## config.mk

```make
export PLATFORM = sky130hd
export DESIGN_NAME = pipelined_seg_adder
export DESIGN_NICKNAME = d
export VERILOG_FILES = /design/src/rtl/pipe_add_pkg.sv /design/src/rtl/seg_add_stage.sv /design/src/rtl/pipelined_seg_adder.sv
export SDC_FILE = /design/constraint.sdc
export NUM_CORES = 1
export LEC_CHECK = 0
export BUFFER_PORTS_ARGS = -buffer_cell sky130_fd_sc_hd__buf_4
export CAP_MARGIN = 20
export CORE_UTILIZATION = 58
export CTS_CLUSTER_SIZE = 20
export DETAILED_ROUTE_END_ITERATION = 10
export PLACE_DENSITY = 0.85
export SETUP_SLACK_MARGIN = 0.1
export SYNTH_ARGS = -nofsm -noshare
export SYNTH_HDL_FRONTEND = slang
export SYNTH_SLANG_ARGS = --single-unit
```

## constraint.sdc

```tcl
create_clock -name clk -period 3.8 [get_ports clk]
set_clock_uncertainty 0.05 [all_clocks]
set_input_delay 0.38 -clock clk [delete_from_list [all_inputs] [get_ports clk]]
set_output_delay 0.38 -clock clk [all_outputs]
set_load 0.02 [all_outputs]
```

## src/rtl/pipe_add_pkg.sv

```systemverilog
// Shared helpers for the segmented pipelined adder: segment count and the
// bit position and width of each segment.
package pipe_add_pkg;

    function automatic int nseg(int width, int seg);
        return (width + seg - 1) / seg;
    endfunction

    function automatic int seg_lsb(int k, int seg);
        return k * seg;
    endfunction

    // Every segment is SEG bits wide except the last, which takes what is left.
    function automatic int seg_width(int k, int width, int seg);
        if (k == nseg(width, seg) - 1) begin
            return width - k * seg;
        end
        return seg;
    endfunction

endpackage

```

## src/rtl/seg_add_stage.sv

```systemverilog
// Combinational W-bit add with carry in and carry out; one instance per
// pipeline stage of pipelined_seg_adder.
module seg_add_stage #(
    parameter int W = 16
) (
    input  logic [W-1:0] a,
    input  logic [W-1:0] b,
    input  logic         cin,
    output logic [W-1:0] s,
    output logic         cout
);

    logic [W:0] full;

    assign full = {1'b0, a} + {1'b0, b} + {{W{1'b0}}, cin};
    assign s    = full[W-1:0];
    assign cout = full[W];

endmodule

```

## src/rtl/pipelined_seg_adder.sv

```systemverilog
// Pipelined ripple-segment adder: one SEG-bit segment per stage, carry registered
// between stages. Define PIPE_ADD_SUB_EN to add the sub port (a - b).
module pipelined_seg_adder
    import pipe_add_pkg::*;
#(
    parameter int WIDTH = 64,
    parameter int SEG   = 16
) (
    input  logic             clk,
    input  logic             rst_n,
    input  logic             in_valid,
    output logic             in_ready,
    input  logic [WIDTH-1:0] a,
    input  logic [WIDTH-1:0] b,
    input  logic             cin,
`ifdef PIPE_ADD_SUB_EN
    input  logic             sub,
`endif
    output logic             out_valid,
    input  logic             out_ready,
    output logic [WIDTH-1:0] sum,
    output logic             cout
);

    localparam int NSEG = nseg(WIDTH, SEG);

    // Global stall: the whole pipe moves or the whole pipe holds.
    logic advance;

    assign advance  = !out_valid || out_ready;
    assign in_ready = advance;

    genvar gi;
    for (gi = 0; gi < NSEG; gi++) begin : g_stage
        localparam int LSB = seg_lsb(gi, SEG);
        localparam int SW  = seg_width(gi, WIDTH, SEG);
        localparam int REM = WIDTH - LSB - SW;

        // Operand bits not yet consumed, with this stage's segment at bit 0.
        logic [SW+REM-1:0] a_in;
        logic [SW+REM-1:0] b_in;
        logic              c_in;
        logic              v_in;
        logic              sub_in;
        logic [SW-1:0]     b_seg;
        logic [SW-1:0]     s_seg;
        logic              c_out;
        logic [LSB+SW-1:0] sum_next;
        logic [LSB+SW-1:0] sum_reg;
        logic              v_reg;
        logic              c_reg;

`ifdef PIPE_ADD_SUB_EN
        if (gi == 0) begin : g_sub_src
            assign sub_in = sub;
        end else begin : g_sub_src
            assign sub_in = g_stage[gi-1].g_skew.sub_reg;
        end
`else
        assign sub_in = 1'b0;
`endif

        if (gi == 0) begin : g_src
            assign a_in     = a;
            assign b_in     = b;
            assign v_in     = in_valid;
            assign c_in     = sub_in ? 1'b1 : cin;
            assign sum_next = s_seg;
        end else begin : g_src
            assign a_in     = g_stage[gi-1].g_skew.a_rem_reg;
            assign b_in     = g_stage[gi-1].g_skew.b_rem_reg;
            assign v_in     = g_stage[gi-1].v_reg;
            assign c_in     = g_stage[gi-1].c_reg;
            assign sum_next = {s_seg, g_stage[gi-1].sum_reg};
        end

        assign b_seg = b_in[SW-1:0] ^ {SW{sub_in}};

        seg_add_stage #(
            .W (SW)
        ) u_add (
            .a    (a_in[SW-1:0]),
            .b    (b_seg),
            .cin  (c_in),
            .s    (s_seg),
            .cout (c_out)
        );

        always_ff @(posedge clk or negedge rst_n) begin
            if (!rst_n) begin
                v_reg   <= 1'b0;
                c_reg   <= 1'b0;
                sum_reg <= '0;
            end else if (advance) begin
                v_reg   <= v_in;
                c_reg   <= c_out;
                sum_reg <= sum_next;
            end
        end

        // Skew registers carry the untouched upper operand bits to later stages.
        if (gi < NSEG - 1) begin : g_skew
            logic [REM-1:0] a_rem_reg;
            logic [REM-1:0] b_rem_reg;
`ifdef PIPE_ADD_SUB_EN
            logic           sub_reg;

            always_ff @(posedge clk or negedge rst_n) begin
                if (!rst_n) begin
                    sub_reg <= 1'b0;
                end else if (advance) begin
                    sub_reg <= sub_in;
                end
            end
`endif

            always_ff @(posedge clk or negedge rst_n) begin
                if (!rst_n) begin
                    a_rem_reg <= '0;
                    b_rem_reg <= '0;
                end else if (advance) begin
                    a_rem_reg <= a_in[SW+REM-1:SW];
                    b_rem_reg <= b_in[SW+REM-1:SW];
                end
            end
        end
    end

    assign out_valid = g_stage[NSEG-1].v_reg;
    assign sum       = g_stage[NSEG-1].sum_reg;
    assign cout      = g_stage[NSEG-1].c_reg;

endmodule

```

# [Word-level counts from Yosys, hierarchy flattened]
# Cells that the tools add are included.
[word_totals] out_inout_bits=67 word_cells=28 input_bits=133 ff_bits=360
[op_classes] n_reduce_logical=2 add_sub_neg=8
[op_table] cell="$add A16 B16 Y17" count=4
[op_table] cell="$add A17 B1 Y17" count=4
[op_table] cell="$logic_not A1 Y1" count=1
[op_table] cell="$logic_or A1 B1 Y1" count=1

# [Logic depth before layout (Yosys ltp)]
# Gate-level depths: netlist (run 1).
[logic_depth] ltp_word=2 depth_mapped=9 depth_no_buf=9

# [By module]
# Synthesis (run 1) repeated with hierarchy kept, for this count alone.
[unflattened] cells_unflattened=1124 hier_area_um2=17491.8
[modules_own_cells] module="pipelined_seg_adder" area_each_um2=14551.5 cells_per_inst=761 n_inst=1
[modules_own_cells] module="seg_add_stage (g_stage[1].u_add ...)" area_each_um2=733.2 cells_per_inst=89 n_inst=2
[modules_own_cells] module="seg_add_stage (g_stage[0].u_add)" area_each_um2=747.0 cells_per_inst=94 n_inst=1
[modules_own_cells] module="seg_add_stage (g_stage[3].u_add)" area_each_um2=726.9 cells_per_inst=91 n_inst=1

# [Worst setup path before layout (run 1)]
# OpenSTA, ideal clock, no wires.
[synth_path] path_kind="register -> register" from="reg g_stage[0].c_reg" to="reg g_stage[1].sum_reg[26]" path_slack_ps=1079 arrival_ps=2551 path_stages_with_launch=10 setup_ps=120 path_buffers=0 t_required_ps=3630 path_cell_list="dfrtp_1 -> fa_1 -> fa_1 -> a21o_1 -> a21oi_2 -> o21a_1 -> nor2_1 -> o31a_1 -> or3_1 -> a31o_2"
[synth_between] elab_chain_cells=1
[synth_rtl] item="start: declaration" line_no="pipelined_seg_adder.sv:51" text="logic c_reg;"
[synth_rtl] item="start signal: assignment" line_no="pipelined_seg_adder.sv:96" text="c_reg <= c_out;"
[synth_rtl] item="$add A17 B1 Y17" line_no="seg_add_stage.sv:15" text="assign full = {1'b0, a} + {1'b0, b} + {{W{1'b0}}, cin};"
[synth_rtl] item="end signal: assignment" line_no="pipelined_seg_adder.sv:97" text="sum_reg <= sum_next;"
[synth_rtl] item="end: declaration" line_no="pipelined_seg_adder.sv:49" text="logic [LSB+SW-1:0] sum_reg;"
# Every way passes these cells.
# A chain may end at the register's enable or synchronous reset.

# [Worst setup path after layout (run 1)]
[layout_path] from="reg g_stage[2].g_skew.b_rem_reg[0]" to="reg g_stage[3].c_reg, in the netlist cout"
[layout_between] elab_chain_cells=2
[layout_rtl] item="start: declaration" line_no="pipelined_seg_adder.sv:104" text="logic [REM-1:0] b_rem_reg;"
[layout_rtl] item="start signal: assignment" line_no="pipelined_seg_adder.sv:123" text="b_rem_reg <= b_in[SW+REM-1:SW];"
[layout_rtl] item="$add A16 B16 Y17" line_no="seg_add_stage.sv:15"
[layout_rtl] item="$add A17 B1 Y17" line_no="seg_add_stage.sv:15"
[layout_rtl] item="end signal: assignment" line_no="pipelined_seg_adder.sv:96"
[layout_rtl] item="end: declaration" line_no="pipelined_seg_adder.sv:51"
# Every way passes these cells.

==> results of run 1 <==
[metrics by stage]
stage	utilization	worst slack, ps	hold WS (ps)	area (sq um)	std cells
6_report	0.7161	822.4	8.796	19460	2412
5_1_grt	0.7161	567.7	13.00	19460	2412
4_1_cts	0.7155	814.5	0.1267	19440	2409
3_5_place_dp	0.6608	696.6	402.8	17960	2322
3_3_place_gp	0.6608	742.2	394.8	17960	2322
2_1_floorplan	-	1079	34.41	16170	1827
[power breakdown]
group / switching, mW / internal [mW]
registers: 1.02 / 5.51
clock network: 1.46 / 2.30
logic: 3.92 / 2.72
total: 6.40 / 10.5
[critical path, stage by stage, from the launching register on]
cell	delay [ps]
dfrtp_1	400
fa_1	470
fa_1	430
a21o_1	200
a21oi_1	280
o21ai_0	150
a21oi_2	180
o21ai_1	130
a2111oi_0	450
nor3_1	120
[path summary, 6_finish.rpt]
path                                                       startpoint                                     endpoint  slack, ps  cells past startpoint
max                        g_stage[2].g_skew.b_rem_reg[0]$_DFFE_PN0P_                             cout$_DFFE_PN0P_        820                      9
min                                                             a[59]  g_stage[0].g_skew.a_rem_reg[43]$_DFFE_PN0P_          9                      3
max reg2reg                g_stage[2].g_skew.b_rem_reg[0]$_DFFE_PN0P_                             cout$_DFFE_PN0P_        820                      9
min reg2reg                              g_stage[2].v_reg$_DFFE_PN0P_                 g_stage[2].v_reg$_DFFE_PN0P_        410                      2
max in group asynchronous                                       rst_n   g_stage[1].g_skew.a_rem_reg[5]$_DFFE_PN0P_       2230                      4
min in group asynchronous                                       rst_n  g_stage[0].g_skew.a_rem_reg[21]$_DFFE_PN0P_        490                      2
[cell usage in the layout (no fill, tap or decap), types with 5 or more instances in the layout]
master         instances
ha_1                  60
fa_1                   8
dlygate4sd3_1         21
buf_12                 5
nand3_1               10
nand4_1                6
nand2_1              940
a21o_1                34
xnor2_1               26
o21ai_1                6
clkbuf_1               6
clkinv_2               6
nand2b_1               7
buf_4                204
nor3_1                11
inv_1                  6
clkbuf_8              11
o21a_1                 9
and2_1                 5
dfrtp_1              360
xor2_1                24
nor2_1                44
o21ai_0               45
a21oi_1               64
clkbuf_16             39
[repair_timing]
item,in CTS,in global routing
hold endpoints to repair,125,1
setup endpoints to repair,0,0
hold buffers,20,1
[cell type report]
type / count / area, sq um
multi-input combinational: 1373 / 6803
clock buffer: 56 / 1150
timing repair buffer: 231 / 1857
fill: 2014 / 7716
inverter: 7 / 33.78
sequential: 360 / 9009
tap: 372 / 465.4
antenna: 2 / 5.005
clock inverter: 11 / 137.6
[cells by family after synthesis]
group           Yosys count  share of synthesized area
mux                       1                  0.0006964
simple gates           1045                     0.2524
compound gates          209                    0.08381
xor+xnor                 50                    0.02709
fa+ha+maj                68                    0.05634
flops                   360                     0.5572
buf+inv                  94                    0.02252
[routing by layer]
layer | vias to the layer above | GRT usage
met2 | 333 | 0.4213
met3 | 73 | 0.03133
met1 | 6061 | 0.3460
li1 | 6236 | -
met4 | 0 | 0.09289
met5 | - | 0
==> flow_summary.toml, run 1 <==
[outcome]
status = "complete, no violations"

[sta]
min_period_ps = 2978
post-route-period-util = 0.7836
timing_hold_violations_final = 0
relSlewSlack = 0.2338
total_count_of_max_transition_violations_in_the_final_report = 0
fmax_ghz = 0.3358
transition_time_at_the_pin_with_the_least_slew_margin_ps = 1149
total_negative_slack_ps = 0
rsz0062_at_grt = "false"
timing.final.setup_violations = 0

[yosys]
yosysWarningCount = 0
postSynth.topFlopCell = "dfrtp_1"
synth.cells.most_frequent = "nand2_1 (940), dfrtp_1 (360), clkbuf_1 (73)"
synth_largest_type_area_fraction = 0.5572
netlist_top_cells_area = "dfrtp_1 (56%), nand2_1 (22%), ha_1 (4.6%)"
synth_sequential_area_ratio = 0.5572
synth_top_cell_by_area = "dfrtp_1"
synthArstFlopShare = 1.000
synth_nets = 2028
syn-instance-count = 1827
yosys.cell_types.count = 60
synth_edf_count = 0
mean_area_per_synthesized_cell_sq_um = 8.849
netlist_area_sq_mm = 0.01617
ys_seq_elements = 360
synth.most_common_cell = "nand2_1"

[global_route]
antenna_violations_before_repair = 2
grt_pass1_wl_um = 59130
grt_overflow = 0
vias_in_the_first_global_route = 12614
gr-usage-all-layers = 0.2540
grt_start_max_net_pins = 269

[job]
max_cap_viol_count = 0

[routing]
dr.max_layer_used = "met4"
met3WireLength_um = 1563
detail_route.first_pass.iterations = 7
m1WireLength_um = 15230
route.met2.wl_um = 16950
via_density_per_instance = 5.267
routed_wl_um = 34750
dr_total_vias = 12703
post_detailed_route_count_of_antenna_violating_nets = 0
post-route-drc-count = 0
detailedRoute.firstIterationViolations = 1046
wl_per_cell_um = 14.41

[place]
port_buffers = 199
post_dp_hpwl_um = 22500
routabilityCongestion = 0.8744

[setup_path]
worst_ep_arrival_time_ps = 3310
critPathLaunchType = "flop"
endpoint_kind = "flop"
worstPathMaxFanout = 3
crit_type = "flop to flop"
critical_path_rt_ps = 4130

[cts]
cts_sinks = 360
cts_max_path_buffers = 3
worstSkewPairLatency_ps = 510
tritoncts = "built"
postCtsResizedCells = 0
postCtsSetupRepairBufs = 0
cts-htree-levels = 2
clockRootBuffer = "clkbuf_16"
numCtsBuffers = 37
clkTransAtPathRegs_ps = 60

[floorplan]
die_area_sq_mm = 0.02855
die_h_um = 169.0
start_util = 0.5949
horizontal_extent_of_the_die_um = 169.0
core.rowCount = 60
core_area_sq_mm = 0.02718
io_pins = 200

[power_and_ir_drop]
vdd.ir_drop.worst_uv = 524.5
power_density_mw_per_mm2 = 869.6
power_after_layout_mw = 16.92
power.static_leakage_nw = 10.30

[hold_path]
holdCritPathClass = "input port to flop"

[cells_and_area]
nNetsFinal = 2211
syn2layout_area_growth_pct = 20.36
drive_gt1_frac = 0.1428
(Power assumes the default switching activity.)
==> run 2: changes to the inputs <==
==> constraint.sdc (replaced) <==
create_clock -name clk -period 2.95 [get_ports clk]
set_clock_uncertainty 0.05 [all_clocks]
set_input_delay 0.295 -clock clk [delete_from_list [all_inputs] [get_ports clk]]
set_output_delay 0.295 -clock clk [all_outputs]
set_load 0.02 [all_outputs]
==> flow_summary.toml, run 2 (synthesis gave the netlist of run 1 again) <==
[cts]
clockRootBuffer = "clkbuf_16"
cts-htree-levels = 2
tritoncts = "built"
cts_max_path_buffers = 3
numCtsBuffers = 37
cts_sinks = 360
clkTransAtPathRegs_ps = 70
postCtsSetupRepairBufs = 0
worstSkewPairLatency_ps = 520

[global_route]
gr-usage-all-layers = 0.2785
vias_in_the_first_global_route = 13336
antenna_violations_before_repair = 1
grt_pass1_wl_um = 63960
grt_overflow = 0
grt_start_max_net_pins = 121

[cells_and_area]
final_cells = 2491
drive_gt1_frac = 0.1426
nNetsFinal = 2292
syn2layout_area_growth_pct = 25.83
mostFrequentLayoutCells = "nand2_1 (940), dfrtp_1 (360), buf_4 (205)"
final_common_cell = "nand2_1"
fillers = 1832
final_core_utilization = 0.7486

[setup_path]
worst_ep_arrival_time_ps = 3080
crit_type = "flop to flop"
critical_path_rt_ps = 3280
worstReg2RegEnd = "sum[58]$_DFFE_PN0P_"
endpoint_kind = "flop"
reg2reg_depth = 9
worstPathMaxFanout = 3
critPathLaunchType = "flop"
ff2ff_setup_slack_ps = 210
timing.rr.start = "g_stage[2].g_skew.b_rem_reg[0]$_DFFE_PN0P_"

[hold_path]
hold_depth = 4
worst_hold_path.endpoint = "g_stage[0].sum_reg[0]$_DFFE_PN0P_"
hold_path.startpoint = "cin"
holdCritPathClass = "input port to flop"

[routing]
dr_total_vias = 13306
detail_route.first_pass.iterations = 5
wl_per_cell_um = 15.57
post_detailed_route_count_of_antenna_violating_nets = 0
detailedRoute.firstIterationViolations = 1134
via_density_per_instance = 5.342
routed_wl_um = 38780
post-route-drc-count = 0

[floorplan]
core_area_sq_mm = 0.02718
horizontal_extent_of_the_die_um = 169.0
die_h_um = 169.0
core.rowCount = 60
start_util = 0.5949
die_area_sq_mm = 0.02855
io_pins = 200

[power_and_ir_drop]
power_density_mw_per_mm2 = 1095
vdd.ir_drop.worst_uv = 656.9
power_after_layout_mw = 22.27
power.static_leakage_nw = 10.65

[place]
port_buffers = 199
routabilityCongestion = 0.8876
place_worst_setup_slack_ps = -78.78
numPlacedInstances = 2326
post_dp_hpwl_um = 23380

[sta]
rsz0062_at_grt = "false"
postLayoutSetupSlackWorst_ps = 207.2
min_period_ps = 2743
total_count_of_max_transition_violations_in_the_final_report = 0
relSlewSlack = 0.4853
post-route-period-util = 0.9298
fmax_ghz = 0.3646
transition_time_at_the_pin_with_the_least_slew_margin_ps = 772.0
timing.final.setup_violations = 0
timing_hold_violations_final = 0

[job]
max_cap_viol_count = 0

[outcome]
status = "complete, no violations"
==> run 2: worst max path at each step <==
stage / startpoint / end / slack (ps) / depth (start not counted)
floorplan: g_stage[0].c_reg$_DFFE_PN0P_ / g_stage[1].sum_reg[26]$_DFFE_PN0P_ / 230 / 9
detailed placement: a[0] / g_stage[0].sum_reg[12]$_DFFE_PN0P_ / -80 / 10
CTS: g_stage[2].g_skew.b_rem_reg[0]$_DFFE_PN0P_ / cout$_DFFE_PN0P_ / 130 / 9
global route: g_stage[0].c_reg$_DFFE_PN0P_ / g_stage[1].sum_reg[30]$_DFFE_PN0P_ / 60 / 9
finish: g_stage[2].g_skew.b_rem_reg[0]$_DFFE_PN0P_ / sum[58]$_DFFE_PN0P_ / 210 / 9
global placement: a[0] / g_stage[0].sum_reg[12]$_DFFE_PN0P_ / -30 / 10
==> run 2: cell type report <==
cell class,count,area [sq um],share of cell area
well taps,372,465.4,0.02288
clock buffers,55,1156,0.05683
repair buffers,312,2695,0.1325
flip-flops and latches,360,9009,0.4428
inverters,7,33.78,0.001661
diodes,1,2.502,0.0001230
multi-input cells,1373,6835,0.3360
clock inverters,11,147.6,0.007257
==> run 2: critical path, stage by stage (launching register included) <==
cell and delay [ps]:
dfrtp_1 410, fa_2 410, fa_1 400, a21o_1 240, a21oi_4 180, o21bai_1 110, a221o_1 370, a21boi_1 190
xor2_1 160, a21oi_1 90
==> run 2: repair_timing <==
action | in CTS | in global routing
hold endpoints to repair | 165 | 0
pin swaps | 0 | 1
resized for setup | 1 | 8
hold buffers | 98 | 0
gates cloned | 0 | 0
endpoints found under the setup margin | 2 | 5
==> run 2: per-stage QoR <==
step | setup TNS [ps] | area, sq um | hold slack, ps
floorplan | 0 | 16170 | -50.59
global placement | -27.81 | 18020 | 268.7
detailed placement | -89.07 | 18020 | 275.8
finish | 0 | 20340 | 103.2
global route | 0 | 20340 | 148.8
CTS | 0 | 20310 | 98.00
==> run 2: layer usage <==
metal	up-vias	track usage	share of wire
li1	6391	-	-
met1	6350	0.3547	0.41
met2	428	0.4695	0.49
met3	137	0.04092	0.048
met4	0	0.1348	0.047
met5	-	0	0
==> run 2: where the power goes <==
| group | internal, mW | switching, mW |
|---|---|---|
| Combinational | 3.64 | 5.28 |
| Sequential | 7.10 | 1.33 |
| Clock | 2.98 | 1.93 |
